[config.mk]
export PLATFORM = sky130hd
export DESIGN_NAME = multdiv_unit
export DESIGN_NICKNAME = d
export VERILOG_FILES = /design/src/rtl/multdiv_pkg.sv /design/src/rtl/multdiv_div_step.sv /design/src/rtl/multdiv_unit.sv
export SDC_FILE = /design/constraint.sdc
export NUM_CORES = 1
export LEC_CHECK = 0
export CORE_UTILIZATION = 31
export CTS_BUF_LIST = sky130_fd_sc_hd__clkbuf_8
export DETAILED_ROUTE_END_ITERATION = 16
export DONT_BUFFER_PORTS = 1
export SYNTH_ARGS = -nofsm -noshare
export SYNTH_HDL_FRONTEND = slang
export SYNTH_HIERARCHICAL = 1
export SYNTH_SLANG_ARGS = --single-unit
export TNS_END_PERCENT = 20
[constraint.sdc]
create_clock -name clock -period 9.01 [get_ports clock]
set_input_delay 1.802 -clock clock [delete_from_list [all_inputs] [get_ports clock]]
set_output_delay 1.802 -clock clock [all_outputs]
set_load 0.03 [all_outputs]
[src/rtl/multdiv_pkg.sv]
// Shared types and constants for the iterative multiply/divide unit.
// MULTDIV_BOOTH_RADIX4_EN selects the radix-4 Booth multiplier (WIDTH/2 cycles).
package multdiv_pkg;

  typedef enum logic [1:0] {
    IDLE = 2'd0,
    MUL  = 2'd1,
    DIV  = 2'd2,
    DONE = 2'd3
  } state_t;

  function automatic int mult_cycles(input int width);
`ifdef MULTDIV_BOOTH_RADIX4_EN
    return width / 2;
`else
    return width;
`endif
  endfunction

  function automatic int div_cycles(input int width);
    return width;
  endfunction

  localparam int MULT_CYCLES = mult_cycles(32);
  localparam int DIV_CYCLES  = div_cycles(32);

  // Status codes that writeback places in $rstatus when data_exception is set.
  localparam logic [31:0] EXC_CODE_MULT = 32'd4;
  localparam logic [31:0] EXC_CODE_DIV  = 32'd5;

endpackage

[src/rtl/multdiv_div_step.sv]
// One combinational iteration of unsigned restoring division:
// shift the next dividend bit into the remainder and subtract the divisor if it fits.
module multdiv_div_step #(
  parameter int WIDTH = 32
) (
  input  logic [WIDTH-1:0] i_rem,
  input  logic [WIDTH-1:0] i_divisor,
  input  logic             i_bit,
  output logic [WIDTH-1:0] o_rem,
  output logic             o_q
);

  logic [WIDTH:0] w_shifted;
  logic [WIDTH:0] w_trial;

  // With i_rem < i_divisor the trial difference is below 2^WIDTH when it fits,
  // so its top bit acts as the borrow.
  assign w_shifted = {i_rem, i_bit};
  assign w_trial   = w_shifted - {1'b0, i_divisor};
  assign o_q       = ~w_trial[WIDTH];
  assign o_rem     = o_q ? w_trial[WIDTH-1:0] : w_shifted[WIDTH-1:0];

endmodule

[src/rtl/multdiv_unit.sv]
// Iterative signed multiply/divide execute unit with a one-cycle ready pulse.
// Define MULTDIV_BOOTH_RADIX4_EN for radix-4 Booth multiply; default is radix-2 shift-add.
module multdiv_unit
  import multdiv_pkg::*;
#(
  parameter int WIDTH = 32,
  parameter int CNT_W = 6
) (
  input  logic             clock,
  input  logic             reset,
  input  logic [WIDTH-1:0] data_operandA,
  input  logic [WIDTH-1:0] data_operandB,
  input  logic             ctrl_MULT,
  input  logic             ctrl_DIV,
  output logic [WIDTH-1:0] data_result,
  output logic             data_exception,
  output logic             data_resultRDY,
  output logic             busy
);

  localparam logic [CNT_W-1:0] MUL_LAST = CNT_W'(mult_cycles(WIDTH) - 1);
  localparam logic [CNT_W-1:0] DIV_LAST = CNT_W'(div_cycles(WIDTH) - 1);
  localparam logic [WIDTH-1:0] MIN_VAL  = {1'b1, {(WIDTH-1){1'b0}}};

  state_t             r_state;
  state_t             w_next;
  logic [CNT_W-1:0]   r_cnt;
  logic [WIDTH-1:0]   r_op_a;
  logic [WIDTH-1:0]   r_op_b;
  logic [WIDTH-1:0]   r_mag_b;
  logic               r_sign;
  logic [2*WIDTH-1:0] r_acc;
  logic [WIDTH-1:0]   r_result;
  logic               r_exc;

  logic [WIDTH-1:0]   w_mag_a;
  logic [WIDTH-1:0]   w_mag_b;
  logic               w_mul_last;
  logic               w_div_last;
  logic [2*WIDTH-1:0] w_mul_next;
  logic [2*WIDTH-1:0] w_prod;
  logic [WIDTH:0]     w_prod_hi;
  logic [WIDTH-1:0]   w_div_rem;
  logic               w_div_q;
  logic [2*WIDTH-1:0] w_div_next;
  logic [WIDTH-1:0]   w_quo_mag;
  logic               w_div_zero;
  logic               w_div_ovf;

  // Magnitudes are WIDTH-bit unsigned, so the most negative value maps to 2^(WIDTH-1).
  assign w_mag_a = data_operandA[WIDTH-1] ? -data_operandA : data_operandA;
  assign w_mag_b = data_operandB[WIDTH-1] ? -data_operandB : data_operandB;

  assign w_mul_last = (r_cnt == MUL_LAST);
  assign w_div_last = (r_cnt == DIV_LAST);

  // ---------------------------------------------------------------- FSM
  // NOTE: sequential state uses non-blocking (<=) so every flop samples pre-edge values;
  // blocking (=) belongs only in combinational blocks.
  always_ff @(posedge clock) begin
    if (reset) begin
      r_state <= IDLE;
    end else begin
      r_state <= w_next;
    end
  end

  // NOTE: every combinational output gets a default before the case, so no path
  // leaves it unassigned and no latch is inferred.
  always_comb begin
    w_next = r_state;
    case (r_state)
      IDLE: begin
        if (ctrl_MULT) begin
          w_next = MUL;
        end else if (ctrl_DIV) begin
          w_next = DIV;
        end
      end
      MUL:     if (w_mul_last) w_next = DONE;
      DIV:     if (w_div_last) w_next = DONE;
      DONE:    w_next = IDLE;
      default: w_next = IDLE;
    endcase
  end

  always_comb begin
    data_resultRDY = (r_state == DONE);
    busy           = (r_state == MUL) || (r_state == DIV);
  end

  assign data_result    = r_result;
  assign data_exception = r_exc;

  // ---------------------------------------------------------------- multiply datapath
`ifdef MULTDIV_BOOTH_RADIX4_EN
  logic [2*WIDTH-1:0] r_bth_mcand;
  logic [WIDTH-1:0]   r_bth_mplier;
  logic               r_bth_prev;
  logic [2:0]         w_bth_sel;
  logic [2*WIDTH-1:0] w_bth_add;

  // Booth digit from multiplier bits {2i+1, 2i, 2i-1}: one of 0, +-1, +-2 times A*4^i.
  assign w_bth_sel = {r_bth_mplier[1:0], r_bth_prev};

  always_comb begin
    w_bth_add = '0;
    case (w_bth_sel)
      3'b001, 3'b010: w_bth_add = r_bth_mcand;
      3'b011:         w_bth_add = r_bth_mcand << 1;
      3'b100:         w_bth_add = -(r_bth_mcand << 1);
      3'b101, 3'b110: w_bth_add = -r_bth_mcand;
      default:        w_bth_add = '0;
    endcase
  end

  assign w_mul_next = r_acc + w_bth_add;
  assign w_prod     = w_mul_next;
`else
  logic [WIDTH-1:0] r_mag_a;
  logic [WIDTH:0]   w_mul_sum;

  // r_acc = {partial product high half, remaining multiplier bits}; shifts right each step.
  assign w_mul_sum  = {1'b0, r_acc[2*WIDTH-1:WIDTH]} + (r_acc[0] ? {1'b0, r_mag_a} : '0);
  assign w_mul_next = {w_mul_sum, r_acc[WIDTH-1:1]};
  assign w_prod     = r_sign ? -w_mul_next : w_mul_next;
`endif

  // The product fits in WIDTH signed bits only if its top WIDTH+1 bits are a sign extension.
  assign w_prod_hi = w_prod[2*WIDTH-1:WIDTH-1];

  // ---------------------------------------------------------------- divide datapath
  multdiv_div_step #(
    .WIDTH (WIDTH)
  ) u_div_step (
    .i_rem     (r_acc[2*WIDTH-1:WIDTH]),
    .i_divisor (r_mag_b),
    .i_bit     (r_acc[WIDTH-1]),
    .o_rem     (w_div_rem),
    .o_q       (w_div_q)
  );

  // r_acc = {remainder, dividend bits still to consume / quotient bits produced so far}.
  assign w_div_next = {w_div_rem, r_acc[WIDTH-2:0], w_div_q};
  assign w_quo_mag  = w_div_next[WIDTH-1:0];
  assign w_div_zero = (r_op_b == '0);
  assign w_div_ovf  = (r_op_a == MIN_VAL) && (r_op_b == '1);

  // NOTE: datapath registers are reset as well, so data_result/data_exception read 0
  // immediately after reset rather than holding stale values.
  always_ff @(posedge clock) begin
    if (reset) begin
      r_cnt        <= '0;
      r_op_a       <= '0;
      r_op_b       <= '0;
      r_mag_b      <= '0;
      r_sign       <= 1'b0;
      r_acc        <= '0;
      r_result     <= '0;
      r_exc        <= 1'b0;
`ifdef MULTDIV_BOOTH_RADIX4_EN
      r_bth_mcand  <= '0;
      r_bth_mplier <= '0;
      r_bth_prev   <= 1'b0;
`else
      r_mag_a      <= '0;
`endif
    end else begin
      case (r_state)
        IDLE: begin
          if (ctrl_MULT || ctrl_DIV) begin
            r_cnt   <= '0;
            r_op_a  <= data_operandA;
            r_op_b  <= data_operandB;
            r_mag_b <= w_mag_b;
            r_sign  <= data_operandA[WIDTH-1] ^ data_operandB[WIDTH-1];
            if (ctrl_MULT) begin
`ifdef MULTDIV_BOOTH_RADIX4_EN
              r_acc        <= '0;
              r_bth_mcand  <= {{WIDTH{data_operandA[WIDTH-1]}}, data_operandA};
              r_bth_mplier <= data_operandB;
              r_bth_prev   <= 1'b0;
`else
              r_acc   <= {{WIDTH{1'b0}}, w_mag_b};
              r_mag_a <= w_mag_a;
`endif
            end else begin
              r_acc <= {{WIDTH{1'b0}}, w_mag_a};
            end
          end
        end
        MUL: begin
          r_cnt <= r_cnt + CNT_W'(1);
          r_acc <= w_mul_next;
`ifdef MULTDIV_BOOTH_RADIX4_EN
          r_bth_mcand  <= r_bth_mcand << 2;
          r_bth_mplier <= r_bth_mplier >> 2;
          r_bth_prev   <= r_bth_mplier[1];
`endif
          if (w_mul_last) begin
            r_result <= w_prod[WIDTH-1:0];
            r_exc    <= ~((&w_prod_hi) | ~(|w_prod_hi));
          end
        end
        DIV: begin
          r_cnt <= r_cnt + CNT_W'(1);
          r_acc <= w_div_next;
          if (w_div_last) begin
            if (w_div_zero) begin
              r_result <= '0;
              r_exc    <= 1'b1;
            end else if (w_div_ovf) begin
              r_result <= MIN_VAL;
              r_exc    <= 1'b1;
            end else begin
              r_result <= r_sign ? -w_quo_mag : w_quo_mag;
              r_exc    <= 1'b0;
            end
          end
        end
        default: ;
      endcase
    end
  end

endmodule

## Word level (Yosys, flattened, before mapping)

Index checks and enable logic that the tools add are counted.
W data, S select, Z words.

| word-level totals | value |
|---|---|
| register bits | 234 |
| input bits | 68 |
| output and inout port bits | 35 |
| word-level logic and storage cells | 75 |

| operators by class | value |
|---|---|
| $add $sub $neg | 7 |
| equality and inequality tests | 11 |
| mux-type cells | 25 |
| bitwise gates (word level) | 5 |
| reduce and logical (&&, ||, !) cells | 17 |

Operators by type and width:

| operator | count |
|---|---|
| $mux W32 | 10 |
| $pmux W64 S3 | 1 |
| $mux W64 | 2 |
| $neg A32 Y32 | 3 |
| $eq A32 B32 Y1 const B | 2 |
| $neg A64 Y64 | 1 |
| $pmux W32 S2 | 1 |
| $add A32 B32 Y33 | 1 |
| $reduce_and A33 Y1 | 1 |
| $reduce_or A33 Y1 | 1 |
| $sub A33 B32 Y33 | 1 |
| $logic_not A32 Y1 | 1 |
| $pmux W6 S2 | 1 |
| $reduce_and A2 Y1 | 4 |
| $add A6 B1 Y6 const B | 1 |
| $eq A6 B5 Y1 const B | 1 |
| $mux W2 | 3 |
| $mux W6 | 1 |
| $ne A2 B2 Y1 const B | 3 |
| $pmux W2 S3 | 1 |
| $reduce_and A3 Y1 | 2 |
| $eq A2 B2 Y1 const B | 2 |
| $mux W1 | 4 |
| $reduce_bool A2 Y1 | 2 |
| 12 further kinds | 15 |

## Logic depth before layout (Yosys ltp)

| logic depth | value |
|---|---|
| word-level depth | 10 |
| depth in mapped cells | 24 |
| gate-level depth less buffers | 22 |

## Cells and area by module

The synthesis kept the hierarchy.

By module, submodules not included:

| module | instances | cells an instance | area each (sq um) | sequential area each (sq um) |
|---|---|---|---|---|
| multdiv_unit | 1 | 2,175 | 16,109.2 | 4,664.5 |
| multdiv_div_step | 1 | 305 | 2,358.5 | 0.0 |

## Worst setup path after synthesis

No wires, ideal clock.

| timing | value |
|---|---|
| path kind | input to register |
| from | input data_operandA[0] |
| to | register r_acc[29] |
| library setup time | 0.078 ns |
| data arrival time | 4.736 ns |
| required time | 8.932 ns |
| path slack | 4.196 ns |
| stages | 12 |
| buffers on the path | 0 |
| cells stage by stage | or2_1 > or4b_2 > nor2b_1 > nand3_1 > or4_1 > or4_1 > o31a_1 > xor2_1 > nor2_1 > a211oi_1 > nor3_1 > nor3_1 |

| between the ends | value |
|---|---|
| word-level cells in the longest chain between the ends | 5 |

Ends and longest elaborated chain:

| element | line | source |
|---|---|---|
| start, declared | multdiv_unit.sv:11 | `input logic [WIDTH-1:0] data_operandA,` |
| $neg A32 Y32 | multdiv_unit.sv:51 | `assign w_mag_a = data_operandA[WIDTH-1] ? -data_operandA : data_operandA;` |
| $mux W32 | multdiv_unit.sv:51 |  |
| $mux W32 | multdiv_unit.sv:177 | `if (ctrl_MULT) begin` |
| $mux W64 | multdiv_unit.sv:171 | `if (ctrl_MULT \|\| ctrl_DIV) begin` |
| $pmux W64 S3 | multdiv_unit.sv:169 | `case (r_state)` |
| end signal, assigned | multdiv_unit.sv:184 | `r_acc <= {{WIDTH{1'b0}}, w_mag_b};` |
| end signal, assigned | multdiv_unit.sv:188 | `r_acc <= {{WIDTH{1'b0}}, w_mag_a};` |
| end signal, assigned | multdiv_unit.sv:194 | `r_acc <= w_mul_next;` |
| end, declared | multdiv_unit.sv:32 | `logic [2*WIDTH-1:0] r_acc;` |

No other way between the ends. The select of a mux whose other input is x is not followed.
A chain may end at the register's enable or synchronous reset.

## Worst setup path after layout

| timing | value |
|---|---|
| from | register r_acc[0] |
| to | register r_exc, in the netlist data_exception |

| between the ends | value |
|---|---|
| word-level cells in the longest chain between the ends | 10 |
| elaborated cells between the ends (all ways) | 11 |
| those cells by class | add/sub (2); mux (4); bitwise (3); reduce/logical (2) |

Ends and longest elaborated chain:

| element | line | source |
|---|---|---|
| $mux W32 * | multdiv_unit.sv:124 | `assign w_mul_sum = {1'b0, r_acc[2*WIDTH-1:WIDTH]} + (r_acc[0] ? {1'b0, r_mag_a} : '0);` |
| $add A32 B32 Y33 * | multdiv_unit.sv:124 |  |
| $neg A64 Y64 | multdiv_unit.sv:126 | `assign w_prod = r_sign ? -w_mul_next : w_mul_next;` |
| $mux W64 * | multdiv_unit.sv:126 |  |
| $reduce_or A33 Y1 | multdiv_unit.sv:202 | `r_exc <= ~((&w_prod_hi) \| ~(\|w_prod_hi));` |
| $not A1 Y1 | multdiv_unit.sv:202 |  |
| $or A1 B1 Y1 * | multdiv_unit.sv:202 |  |
| $not A1 Y1 * | multdiv_unit.sv:202 |  |
| $mux W1 * | multdiv_unit.sv:200 | `if (w_mul_last) begin` |
| $pmux W1 S2 * | multdiv_unit.sv:169 |  |
| end signal, assigned | multdiv_unit.sv:202 |  |
| end, declared | multdiv_unit.sv:34 | `logic r_exc;` |

Mark *: on every way between the ends. The rest lies on a longest branch, timed or not. The select of a mux whose other input is x is not followed.

==> impl_metrics.ini <==
[min_path]
hold_path_class = reg -> reg

[detailed_routing]
num_vias = 18200
post_drt_wl_per_cell_um = 20.4
vias_per_cell = 5.76
drt-total-wl_um = 64500
drt-initial-drc-count = 1561
route.detailed.drc = 0
postRouteAntennaNets = 0
dr.pass1.iters = 5

[clock_network]
cts_buffers = 43
post_cts_buffers = 0
htreeDepth = 2
clock-sinks = 233
cts-root-buf = clkbuf_8
clk_path_buf_depth = 3
clk_latency_ps = 650
path_clk_slew_ps = 80
cts_hold_buf = 0
cts_resized = 0
cts_tree = built

[logic_synthesis]
syn-num-nets = 2623
synth_seq_cells = 233
syn_area_um2 = 18500
async_reset_ff_share_pct = 0
ys.flop_type = dfxtp_1
yosysWarnings = 6
post_synth_num_cell_types = 108
synth_edf_count = 0
synth_seq_area_share_pct = 25.3
avgSynthCellArea_um2 = 7.45
syn_inst = 2480

[floorplanning]
die_h_um = 246
die_x_um = 246
core_area_um2 = 58900
num_io_pins = 103
fp.dieArea_um2 = 60600
initial_utilization_pct = 31.4
std_cell_rows = 89

[timing]
clock_skew_ps = 42.4
clock.fmax_mhz = 172
fin_crit_sh_pct = 64.7
slew_viol_final = 0
min_period_ps = 5830
rsz0062_at_grt = false
worstMarginPinSlew_ps = 1260
final-hold-violation-count = 0
setup-tns-final_ps = 0
relSlewSlack_pct = 15.9
setup_viol = 0

[cells_and_area]
drive_above_1_share_pct = 6.61
insertedDiodeCount = 0
fin_util_pct = 33.5
area_delta_synth_final_pct = 6.86
layout_common_cells = 291 x nand2_1, 280 x nor2_1, 232 x dfxtp_1
final_common_cell = nand2_1
nFillCells = 6232
fin_nets = 2503

[power]
p_leak_nw = 7.37
p_per_area_nw_per_um2 = 286
ir_drop_mv = 0.211

[run_status]
status = finished clean

[worst_setup_path]
critPathLaunchType = flop
crit_type = reg -> reg
arrival_ps = 6350
cp.required_ps = 9530
end_kind = flop
critPathMaxFanout = 36

[grt]
grt_max_degree = 230
gr-usage-all-layers_pct = 20.8
grt_antenna_before_repair = 1
grt_pass1_vias = 16800
gr-total-overflow = 0
grt_pass1_wl_um = 99100

[placed_design]
hpwl_um = 49000
port_buffers = 0
gpl.final_weighted_congestion = 0.924

[run]
drv_cap = 0
final cells by class:
class / instances / area [µm²] / area share [%]
multi-input combinational: 2001 / 12800 / 65.0
inverter: 63 / 244 / 1.24
timing repair buffer: 18 / 135 / 0.685
clock buffer: 53 / 729 / 3.70
sequential: 233 / 4670 / 23.6
clock inverter: 23 / 161 / 0.818
tap: 773 / 967 / 4.90
stage by stage:
step	std cells	setup WS, ps	power [mW]	hold slack, ps	instance area (µm²)
floorplan	2480	4200	3.74	431	18500
global placement	3088	3260	4.48	432	18800
detailed placement	3088	3270	4.54	437	18800
CTS	3164	3290	5.61	444	19700
global route	3164	2760	6.02	464	19700
finish	3164	3180	5.64	444	19700
layer usage:
layer / up-vias / track usage [%] / routed length (µm)
met5: - / 0 / 0
met4: 0 / 8.91 / 2590
met3: 99 / 4.05 / 4830
met2: 663 / 31.3 / 28000
met1: 8652 / 28.5 / 29100
li1: 8808 / - / -
Yosys cell counts, types with 14 or more instances:
| master | number | share of area, % |
|---|---|---|
| a211oi_1 | 71 | 2.9 |
| a21o_1 | 32 | 1.3 |
| a21oi_1 | 196 | 5.3 |
| a221o_1 | 14 | 0.76 |
| a22oi_1 | 51 | 2.1 |
| a31oi_1 | 15 | 0.51 |
| and2_1 | 44 | 1.5 |
| and3_1 | 17 | 0.58 |
| buf_1 | 20 | 0.41 |
| clkbuf_1 | 146 | 3.0 |
| dfxtp_1 | 233 | 25 |
| ha_1 | 73 | 4.9 |
| inv_1 | 60 | 1.2 |
| mux2_4 | 19 | 1.5 |
| mux2i_1 | 39 | 2.1 |
| nand2_1 | 291 | 5.9 |
| nand2b_1 | 14 | 0.47 |
| nand3_1 | 32 | 0.87 |
| nand4_1 | 32 | 1.1 |
| nor2_1 | 282 | 5.7 |
| nor3_1 | 75 | 2.0 |
| nor4_1 | 29 | 0.98 |
| o211ai_1 | 24 | 0.98 |
| o21a_1 | 16 | 0.65 |
| o21ai_0 | 137 | 3.7 |
| o221ai_1 | 32 | 1.5 |
| o31ai_1 | 39 | 1.6 |
| o41ai_1 | 18 | 0.85 |
| or3_1 | 26 | 0.88 |
| or4_1 | 27 | 1.1 |
| xnor2_1 | 81 | 3.8 |
| xor2_1 | 105 | 5.0 |
worst max-delay path, cell delays in order, from the launching register on:
cell	delay [ps]
dfxtp_1	950
and2_1	250
ha_1	260
fa_1	520
nor4_1	290
nand2_1	160
a21oi_1	250
o311ai_1	270
nor4_1	970
nor3_1	90
a2111oi_0	440
nand4_1	160
nor4_1	480
o2111ai_1	180
nor4b_1	360
nor3_1	80
final timing paths:
check / startpoint / end / slack [ps] / cells after the start
worst max-delay path: r_acc[0] / data_exception / 3180 / 15
worst max register to register: r_acc[0] / data_exception / 3180 / 15
worst min-delay path: r_op_a[3] / r_op_a[3] / 440 / 2
worst min register to register: r_op_a[3] / r_op_a[3] / 440 / 2
sequential cells by signal, summed over array words and instances, names as in the netlist:
signal,cells
r_acc,64
data_result,32
r_mag_a,32
r_op_a,32
r_op_b,32
r_mag_b,31
r_cnt,6
r_state,2
data_exception,1
r_sign,1
cell families (layout without fill, tap and decap cells):
logic type               Yosys count  after routing  share of synthesized area, %
XOR/XNOR                         186            186                          8.82
adder cells (fa/ha/maj)           75             75                          5.16
AO/OA/AOI/OAI                    739            739                          26.8
AND/OR/NAND/NOR                  937            937                          24.3
flip-flops                       233            233                          25.3
multiplexers                      64             64                          4.09
buffers and inverters            246            157                          5.57
power breakdown:
part / leakage [nW] / internal [mW] / switching [mW] / total (mW)
registers: 1.91 / 1.27 / 0.418 / 1.69
logic: 4.96 / 0.984 / 1.91 / 2.90
clock network: 0.495 / 0.566 / 0.496 / 1.06
Power figures use the tool's default switching activity.
